==> config.mk <==
export PLATFORM = sky130hd
export DESIGN_NAME = ex_mem_skid_reg
export DESIGN_NICKNAME = d
export VERILOG_FILES = /design/src/rtl/ex_mem_pkg.sv /design/src/rtl/ex_mem_slot.sv /design/src/rtl/ex_mem_skid_reg.sv
export SDC_FILE = /design/constraint.sdc
export NUM_CORES = 1
export LEC_CHECK = 0
export ABC_AREA = 1
export CORE_UTILIZATION = 45
export DETAILED_ROUTE_END_ITERATION = 10
export GPL_TIMING_DRIVEN = 1
export PLACE_DENSITY = 0.84
export SETUP_SLACK_MARGIN = 0.4
export SLEW_MARGIN = 20
export SYNTH_ARGS = -nofsm -noshare
export SYNTH_HDL_FRONTEND = slang
export SYNTH_HIERARCHICAL = 1
export SYNTH_SLANG_ARGS = --single-unit
export TNS_END_PERCENT = 1
==> constraint.sdc <==
create_clock -name clk -period 2.22 [get_ports clk]
set_input_delay 0.444 -clock clk [delete_from_list [all_inputs] [get_ports clk]]
set_output_delay 0.444 -clock clk [all_outputs]
set_load 0.05 [all_outputs]
==> src/rtl/ex_mem_pkg.sv <==
`default_nettype none
// ============================================================================
// Module   : ex_mem_pkg
// Purpose  : Shared types and constants for the EX->MEM stage register.
//            Provides the occupancy state encoding, the bit positions of the
//            control word {MemRead, MemWrite, RegWrite, MemtoReg} and a
//            payload struct at the default pipeline widths.
// Revision : 1.0 - initial release
// ============================================================================
package ex_mem_pkg;

  typedef enum logic [1:0] {
    EMPTY = 2'd0,
    ONE   = 2'd1,
    TWO   = 2'd2
  } skid_state_e;

  // Bit positions inside the control word, MSB first.
  localparam int CTRL_MEMREAD  = 3;
  localparam int CTRL_MEMWRITE = 2;
  localparam int CTRL_REGWRITE = 1;
  localparam int CTRL_MEMTOREG = 0;

  // Default pipeline widths.
  localparam int C_CTRL_W_DEF = 4;
  localparam int C_F3_W_DEF   = 3;
  localparam int C_DATA_W_DEF = 32;
  localparam int C_RD_W_DEF   = 5;

  // Payload layout at default widths; the stage declares the same layout at
  // its own parameter widths.
  typedef struct packed {
    logic [C_CTRL_W_DEF-1:0] ctrl;
    logic [C_F3_W_DEF-1:0]   funct3;
    logic [C_DATA_W_DEF-1:0] alu;
    logic [C_DATA_W_DEF-1:0] rs2;
    logic [C_RD_W_DEF-1:0]   rd;
  } ex_mem_payload_t;

  // Number of held entries for a given state.
  function automatic logic [1:0] state_occupancy(input skid_state_e s);
    case (s)
      ONE:     state_occupancy = 2'd1;
      TWO:     state_occupancy = 2'd2;
      default: state_occupancy = 2'd0;
    endcase
  endfunction

endpackage : ex_mem_pkg
`default_nettype wire

==> src/rtl/ex_mem_slot.sv <==
`default_nettype none
// ============================================================================
// Module   : ex_mem_slot
// Purpose  : One payload holding register with load enable. Loads only when
//            i_load is high, otherwise keeps its value indefinitely.
// Ports    : clk    - clock
//            rst    - asynchronous active-high reset (clears to 0)
//            i_load - load enable
//            i_d    - payload to capture
//            o_q    - held payload
// Revision : 1.0 - initial release
// ============================================================================
module ex_mem_slot #(
  parameter int W = 8
) (
  input  logic         clk,
  input  logic         rst,
  input  logic         i_load,
  input  logic [W-1:0] i_d,
  output logic [W-1:0] o_q
);

  logic [W-1:0] r_q;

  always_ff @(posedge clk or posedge rst) begin
    if (rst) begin
      r_q <= '0;
    end else if (i_load) begin
      r_q <= i_d;
    end
  end

  assign o_q = r_q;

endmodule : ex_mem_slot
`default_nettype wire

==> src/rtl/ex_mem_skid_reg.sv <==
`default_nettype none
// ============================================================================
// Module   : ex_mem_skid_reg
// Purpose  : EX->MEM pipeline stage register with valid/ready handshake,
//            synchronous flush and an optional two-entry skid buffer.
//            SKID=1: main + skid entry, in_ready comes straight from a flop.
//            SKID=0: single entry, in_ready = !out_valid || out_ready.
// Ports    : clk, rst (async, active-high), flush (sync squash)
//            in_valid/in_ready + in_{ctrl,funct3,alu,rs2,rd}  : EX side
//            out_valid/out_ready + out_{ctrl,funct3,alu,rs2,rd}: MEM side
//            alu_tap   : in_alu delayed one cycle, unconditionally
//            occupancy : held entries, 0..2
// Revision : 1.0 - initial release
// ============================================================================
module ex_mem_skid_reg
  import ex_mem_pkg::*;
#(
  parameter int CTRL_W = 4,
  parameter int F3_W   = 3,
  parameter int DATA_W = 32,
  parameter int RD_W   = 5,
  parameter int SKID   = 1
) (
  input  logic              clk,
  input  logic              rst,
  input  logic              flush,
  input  logic              in_valid,
  output logic              in_ready,
  input  logic [CTRL_W-1:0] in_ctrl,
  input  logic [F3_W-1:0]   in_funct3,
  input  logic [DATA_W-1:0] in_alu,
  input  logic [DATA_W-1:0] in_rs2,
  input  logic [RD_W-1:0]   in_rd,
  output logic              out_valid,
  input  logic              out_ready,
  output logic [CTRL_W-1:0] out_ctrl,
  output logic [F3_W-1:0]   out_funct3,
  output logic [DATA_W-1:0] out_alu,
  output logic [DATA_W-1:0] out_rs2,
  output logic [RD_W-1:0]   out_rd,
  output logic [DATA_W-1:0] alu_tap,
  output logic [1:0]        occupancy
);

  typedef struct packed {
    logic [CTRL_W-1:0] ctrl;
    logic [F3_W-1:0]   funct3;
    logic [DATA_W-1:0] alu;
    logic [DATA_W-1:0] rs2;
    logic [RD_W-1:0]   rd;
  } payload_t;

  localparam int C_PW = $bits(payload_t);

  skid_state_e       r_state;
  skid_state_e       w_state_nxt;
  logic              w_in_ready;
  logic              w_in_fire;
  logic              w_out_fire;
  logic              w_main_load;
  logic              w_skid_load;
  logic              w_main_from_skid;
  payload_t          w_in_pl;
  payload_t          w_main_d;
  payload_t          w_main_q;
  payload_t          w_skid_q;
  logic [DATA_W-1:0] r_alu_tap;

  assign w_in_pl = '{ctrl:   in_ctrl,
                     funct3: in_funct3,
                     alu:    in_alu,
                     rs2:    in_rs2,
                     rd:     in_rd};

  assign w_in_fire  = in_valid && w_in_ready;
  assign w_out_fire = out_valid && out_ready;

  // --------------------------------------------------------------------------
  // State register
  // --------------------------------------------------------------------------
  always_ff @(posedge clk or posedge rst) begin
    if (rst) begin
      r_state <= EMPTY;
    end else begin
      r_state <= w_state_nxt;
    end
  end

  // --------------------------------------------------------------------------
  // Next state and slot load enables. Flush overrides every transfer-in; a
  // simultaneous transfer-out still completes on the MEM side.
  // --------------------------------------------------------------------------
  always_comb begin
    w_state_nxt      = r_state;
    w_main_load      = 1'b0;
    w_skid_load      = 1'b0;
    w_main_from_skid = 1'b0;
    if (flush) begin
      w_state_nxt = EMPTY;
    end else begin
      case (r_state)
        EMPTY: begin
          if (w_in_fire) begin
            w_state_nxt = ONE;
            w_main_load = 1'b1;
          end
        end
        ONE: begin
          if (w_in_fire && w_out_fire) begin
            w_main_load = 1'b1;
          end else if (w_in_fire && (SKID != 0)) begin
            // MEM stalled while an item was in flight: park it in skid.
            w_state_nxt = TWO;
            w_skid_load = 1'b1;
          end else if (w_out_fire) begin
            w_state_nxt = EMPTY;
          end
        end
        TWO: begin
          // in_ready is low here, so only a drain is possible.
          if (w_out_fire) begin
            w_state_nxt      = ONE;
            w_main_load      = 1'b1;
            w_main_from_skid = 1'b1;
          end
        end
        default: begin
          w_state_nxt = EMPTY;
        end
      endcase
    end
  end

  assign w_main_d = w_main_from_skid ? w_skid_q : w_in_pl;

  // --------------------------------------------------------------------------
  // Payload slots
  // --------------------------------------------------------------------------
  ex_mem_slot #(
    .W (C_PW)
  ) u_main_slot (
    .clk    (clk),
    .rst    (rst),
    .i_load (w_main_load),
    .i_d    (w_main_d),
    .o_q    (w_main_q)
  );

  generate
    if (SKID != 0) begin : g_skid
      logic r_in_ready;

      ex_mem_slot #(
        .W (C_PW)
      ) u_skid_slot (
        .clk    (clk),
        .rst    (rst),
        .i_load (w_skid_load),
        .i_d    (w_in_pl),
        .o_q    (w_skid_q)
      );

      // Registered copy of (state != TWO) so MEM back-pressure never reaches
      // in_ready through combinational logic.
      always_ff @(posedge clk or posedge rst) begin
        if (rst) begin
          r_in_ready <= 1'b1;
        end else begin
          r_in_ready <= (w_state_nxt != TWO);
        end
      end

      assign w_in_ready = r_in_ready;
    end else begin : g_no_skid
      assign w_skid_q   = '0;
      assign w_in_ready = !out_valid || out_ready;
    end
  endgenerate

  // --------------------------------------------------------------------------
  // Free-running ALU tap
  // --------------------------------------------------------------------------
  always_ff @(posedge clk or posedge rst) begin
    if (rst) begin
      r_alu_tap <= '0;
    end else begin
      r_alu_tap <= in_alu;
    end
  end

  // --------------------------------------------------------------------------
  // Outputs. Control bits are masked when nothing is held so a squashed or
  // drained entry cannot trigger a memory access or register write.
  // --------------------------------------------------------------------------
  assign in_ready   = w_in_ready;
  assign out_valid  = (r_state != EMPTY);
  assign out_ctrl   = out_valid ? w_main_q.ctrl : '0;
  assign out_funct3 = w_main_q.funct3;
  assign out_alu    = w_main_q.alu;
  assign out_rs2    = w_main_q.rs2;
  assign out_rd     = w_main_q.rd;
  assign alu_tap    = r_alu_tap;
  assign occupancy  = state_occupancy(r_state);

endmodule : ex_mem_skid_reg
`default_nettype wire

==> results by group, run 1 <==
Setup path
  – Cell breakdown of the critical path: clkdlybuf4s50_1
  – Worst reg2reg setup slack: 0.61 ns
  – WS Path Type: flip-flop to output port
  – Worst r2r dst: u_main_slot/o_q[25]$_DFFE_PP0P_
  – Crit-path max FO: 2
  – Crit Reg-Reg Startpoint: in_ready$_DFF_PP1_
  – CP Data Required Time: 1.78 ns
  – Crit end category: output port
  – Buf/Inv on CP: 1
  – Family with the most delay on the worst path: buffers and inverters
  – WP depth: 1
  – Worst Setup EP: out_rd[3]
  – CP Launch Type: flip-flop
  – Worst path max stage delay: 0.81 ns
  – Critical-path cell with the highest stage delay: clkdlybuf4s50_1
  – Reg2Reg Depth: 8
  – CP arrival: 1.63 ns
  – Setup crit start: u_main_slot/o_q[3]$_DFFE_PP0P_

Placed design
  – Dpl cell area: approximately 0.01 mm²
  – Dpl ws: 0.105 ns
  – Gpl congestion: 0.814
  – DPL Wire Length: 13.0 mm
  – I/O Buffers: 192

Clock network
  – H-tree Lvls: 4
  – Clk sinks: 187
  – CTS Buf Count: 17
  – CTS root buffer: clkbuf_16
  – Clock tree from TritonCTS: done
  – Clk_lat worst skew: 0.43 ns
  – Post-CTS sizing: 5
  – Maximum clock path buffer count: 2
  – Worst-path clk slew: 0.07 ns
  – Hold buffers post-CTS: 0
  – Setup Fix Bufs, Post-CTS: 0

Pwr
  – Flop pwr share: 0.426
  – Sw power: 3.42 mW
  – Leakage: 5.56 nW
  – Pwr/cell area: 973 mW/mm²
  – Total power: 10.3 mW
  – Peak supply drop: 0.589 mV
  – Clk network pwr share: 0.308
  – Int Pwr: 6.93 mW
  – Logic gate share of total power: 0.266
  – Sw Ratio: 0.330

Route
  – Routed len/inst: 13.7 µm
  – DRC: 0
  – Pre-antenna DRT Iters: 6
  – Final wirelength: between 15 and 20 mm
  – Via count: 6496
  – Number of DRC markers in iteration 0: ~460
  – Routed Antenna Nets: 0
  – Vias per cell: 4.71

STA
  – Slew Limit Headroom: 0.610
  – Final WS setup: about 0.15 ns
  – Final setup TNS: 0 ns
  – Final Cycle Share: 0.932
  – RSZ-0062 raised after global routing: yes
  – Tmin final: 2.07 ns
  – # setup viols final: 0
  – Max Slew Vio Count: 0
  – Final Hold Viols: 0
  – Fmax: around 480 MHz
  – Hold slack: 0.388 ns
  – Worst Tran Pin Value: 0.583 ns
  – Clock Skews: 0.00849 ns

Logic synthesis
  – Synth cell types: 18
  – Yosys reg bits: roughly 190
  – Net count after synthesis: between 1000 and 1500
  – Syn avg cell area: 8.25 µm²
  – Syn Inst Count: ~960
  – Sequential area share after synthesis: 0.590
  – Mapped cell area: 0.00793 mm²
  – Synthesis Warnings: 6

Final layout
  – Share of cells above drive strength 1: 0.0607
  – Fin nets: 1222
  – Filler cells: 1420
  – Layout area overhead: 34.1%
  – Final instance area: 0.0106 mm²
  – Ant diodes: 0

Floorplanning
  – IO Pins: 193
  – Die footprint: 0.0182 mm²
  – Chip Width: ~130 µm
  – Initial Util: 0.460
  – Core footprint: 0.0172 mm²
  – Die extent in y: 135 µm
  – # rows: 48

Hold path
  – Worst hold path class: input pin to asynchronous set/reset pin

Flow run
  – Max-cap viol count: 0

Run status
  – Outcome: finished, final reports clean

GRT
  – Initial antenna violation count: 0
  – Largest net degree at the start of global routing: 97
  – GRT overflow: 0
  – Vias in the first global route: 6371
  – First-pass GRT wire length: 31.4 mm
  – GRT Overall Usage: 0.223
[sequential cells by signal (all words and copies together), names as in the netlist]
name / count
alu_tap: 32
g_skid.u_skid_slot/o_q: 76
in_ready: 1
r_state: 2
u_main_slot/o_q: 76
[cell families (layout without fill, tap and decap cells)]
| kind of cell | count (synthesis) | after routing | share of synthesized area |
|---|---|---|---|
| buffers and inverters | 144 | 337 | 0.0928 |
| flip-flops | 187 | 187 | 0.590 |
| AO/OA/AOI/OAI | 79 | 79 | 0.0530 |
| AND/OR/NAND/NOR | 551 | 551 | 0.264 |
[placed cells by master (no fill, tap or decap), drive strengths merged]
master,netlist,routed
nand2,539,539
dfrtp,186,186
clkdlybuf4s50,0,182
inv,94,92
o21ai,77,77
buf,43,23
clkbuf,7,20
nor2,10,10
clkinvlp,0,5
clkinv,0,5
dlygate4sd2,0,5
bufinv,0,4
nand3,1,1
a21oi,1,1
o211ai,1,1
nor3,1,1
dfstp,1,1
dlymetal6s2s,0,1
[synth_stat cells (all sizes together)]
cell type | instances | area [µm²]
dfstp | 1 | 26.3
nor2 | 10 | 45.0
buf | 43 | 357
nand2 | 539 | 2020
nor3 | 1 | 5.00
o211ai | 1 | 7.51
o21ai | 77 | 408
nand3 | 1 | 17.5
clkbuf | 7 | 26.3
dfrtp | 186 | 4650
inv | 94 | 353
a21oi | 1 | 5.00
[worst reg2reg max path, delay by kind of cell (launching register included)]
kind | cells | cell delay [ns]
buffers and inverters | 3 | 0.55
flip-flops | 1 | 0.52
AND/OR/NAND/NOR | 5 | 0.48
[how the worst min path moves through the flow]
stage	end	slack, ns	cells past startpoint
after floorplan	g_skid.u_skid_slot/o_q[0]$_DFFE_PP0P_	0.44	2
after global placement	g_skid.u_skid_slot/o_q[70]$_DFFE_PP0P_	0.45	2
after detailed placement	u_main_slot/o_q[35]$_DFFE_PP0P_	0.46	2
after CTS	u_main_slot/o_q[49]$_DFFE_PP0P_	0.39	2
after global routing	u_main_slot/o_q[46]$_DFFE_PP0P_	0.42	2
final	u_main_slot/o_q[40]$_DFFE_PP0P_	0.39	2
[per-layer routing]
layer  share of wire  track usage
met4           0.029        0.101
met2            0.51        0.382
met1            0.42        0.277
met5               0            0
met3           0.042       0.0368
[final cells by class]
type                    count  area, µm²  area share
flip-flops and latches    187       4680       0.440
multi-input cells         630       2520       0.237
repair buffers            211       2160       0.203
clock buffers              20        457      0.0429
inverters                  94        358      0.0337
well taps                 225        282      0.0265
clock inverters            12        170      0.0160
[power by group through the flow]
stage / registers, mW / logic (mW) / clock network, mW
2_1_floorplan: 5.34 / 0.847 / 0
3_3_place_gp: 4.43 / 2.70 / 0
3_5_place_dp: 4.45 / 2.77 / 0
4_1_cts: 4.40 / 2.78 / 3.26
5_1_grt: 4.48 / 2.99 / 3.41
6_report: 4.40 / 2.75 / 3.19
[stage by stage]
| stage | instances | utilization |
|---|---|---|
| 2_1_floorplan | 961 | - |
| 3_5_place_dp | 1347 | 0.581 |
| 5_1_grt | 1379 | 0.617 |
| 4_1_cts | 1379 | 0.617 |
| 6_report | 1379 | 0.617 |
| 3_3_place_gp | 1347 | 0.581 |
Power figures use the tool's default switching activity.
==> inputs of run 2 (changes only) <==
PLACE_DENSITY = 0.75   (was 0.84)
REMOVE_ABC_BUFFERS = 1   (was not set)
==> results by group, run 2 (same netlist as run 1, synthesis figures left out) <==
Clock network
  – Clock tree from TritonCTS: done
  – Setup Fix Bufs, Post-CTS: 0
  – H-tree Lvls: 4
  – Maximum clock path buffer count: 2
  – Worst-path clk slew: 0.07 ns
  – Clk sinks: 187
  – Hold buffers post-CTS: 0
  – CTS Buf Count: 17
  – CTS root buffer: clkbuf_16
  – Post-CTS sizing: 5
  – Clk_lat worst skew: 0.42 ns

Route
  – DRC: 0
  – Routed len/inst: 13.3 µm
  – Number of DRC markers in iteration 0: 431
  – Routed Antenna Nets: 0
  – Vias per cell: roughly 4.6
  – Via count: ~6400
  – Pre-antenna DRT Iters: 5
  – Final wirelength: roughly 18 mm

Setup path
  – Critical-path cell with the highest stage delay: clkdlybuf4s50_1
  – Reg2Reg Depth: 8
  – Worst reg2reg setup slack: about 0.49 ns
  – Crit Reg-Reg Startpoint: in_ready$_DFF_PP1_
  – Family with the most delay on the worst path: buffers and inverters
  – Buf/Inv on CP: 1
  – Worst r2r dst: u_main_slot/o_q[67]$_DFFE_PP0P_
  – Setup crit start: u_main_slot/o_q[19]$_DFFE_PP0P_
  – Crit end category: output port
  – WS Path Type: flip-flop to output port
  – WP depth: 1
  – CP arrival: around 1.6 ns
  – Worst path max stage delay: slightly above 0.8 ns
  – Crit-path max FO: 2
  – CP Data Required Time: 1.78 ns
  – Cell breakdown of the critical path: clkdlybuf4s50_1
  – CP Launch Type: flip-flop

STA
  – Hold slack: 0.405 ns
  – Worst Tran Pin Value: 0.552 ns
  – Final WS setup: roughly 0.14 ns
  – Final Cycle Share: 0.936
  – Clock Skews: 0.00677 ns
  – RSZ-0062 raised after global routing: yes
  – Tmin final: just over 2 ns
  – Final setup TNS: 0 ns
  – Final Hold Viols: 0
  – # setup viols final: 0
  – Slew Limit Headroom: 0.631
  – Fmax: 481 MHz
  – Max Slew Vio Count: 0

GRT
  – Vias in the first global route: 5975
  – GRT Overall Usage: 0.215
  – Largest net degree at the start of global routing: 77
  – First-pass GRT wire length: 30.5 mm
  – GRT overflow: 0
  – Initial antenna violation count: 1

Placed design
  – I/O Buffers: between 150 and 200
  – Gpl congestion: 0.802
  – DPL Wire Length: 12.0 mm
  – Dpl ws: between 0.05 and 0.06 ns

Floorplanning
  – Core footprint: 0.0172 mm²
  – Die extent in y: 135 µm
  – Die footprint: roughly 0.018 mm²
  – Chip Width: roughly 130 µm
  – IO Pins: 193
  – Initial Util: 0.460
  – # rows: 48

Final layout
  – Final core utilization: 0.614
  – Layout area overhead: 33.4%
  – Share of cells above drive strength 1: 0.0608
  – Most frequent cells in the layout: nand2_1, dfrtp_1, clkdlybuf4s50_1, inv_1, o21ai_1
  – Ant diodes: 0
  – Fin nets: 1220
  – Commonest non-fill, non-tap cell in the layout: nand2_1

Pwr
  – Pwr/cell area: 944 mW/mm²
  – Leakage: approximately 5.5 nW
  – Peak supply drop: roughly 0.63 mV

Run status
  – Outcome: finished, final reports clean

Hold path
  – Worst hold path class: input pin to asynchronous set/reset pin

Flow run
  – Max-cap viol count: 0
[run 2: cell count changes in the layout (fill, tap and decap cells not counted), moves of 2 or more]
cell,before,now
clkbuf_8,2,0
inv_8,0,5
buf_4,14,10
clkinv_4,0,4
buf_12,9,11
bufinv_16,4,0
clkinv_2,5,3
[run 2: final cells by class]
type | count | area, µm²
fill | 1496 | 6660
sequential | 187 | 4680
multi-input combinational | 630 | 2520
timing repair buffer | 209 | 2170
clock buffer | 17 | 425
inverter | 94 | 355
tap | 225 | 282
clock inverter | 15 | 135
[run 2: layer usage]
layer / part of all wire / routed length, µm / up-vias / GRT usage
met4: 0.0062 / 114 / 2 / 0.0499
met5: 0.00049 / 9 / - / 0
met3: 0.048 / 871 / 9 / 0.0462
met1: 0.47 / 8580 / 2962 / 0.300
met2: 0.48 / 8710 / 163 / 0.346
li1: - / - / 3226 / -
[run 2: through the flow]
step                      power, mW  instances  instance area (µm²)
after CTS                      10.1       1377                10600
after floorplan                6.16        911                 7540
after global routing           10.5       1377                10600
final                          9.98       1377                10600
after global placement         7.13       1345                10000
after detailed placement       7.20       1345                10000
[run 2: worst max-delay path by stage]
stage and to:
5_1_grt out_rs2[19], 3_3_place_gp u_main_slot/o_q[22]$_DFFE_PP0P_, 3_5_place_dp u_main_slot/o_q[67]$_DFFE_PP0P_, 6_report out_rs2[14]
2_1_floorplan u_main_slot/o_q[0]$_DFFE_PP0P_, 4_1_cts out_rs2[13]
[run 2: report_power, final]
| group | leakage (nW) | switching [mW] | internal (mW) | total [mW] |
|---|---|---|---|---|
| sequential | 2.32 | 0.341 | 4.05 | 4.39 |
| clock | 0.265 | 1.39 | 1.48 | 2.87 |
| combinational | 2.95 | 1.79 | 0.936 | 2.73 |
==> inputs of run 3 (changes only) <==
SLEW_MARGIN = 25   (was 20)
==> results of run 3 <==
Final layout, timing and power as in run 2 (identical DEF).
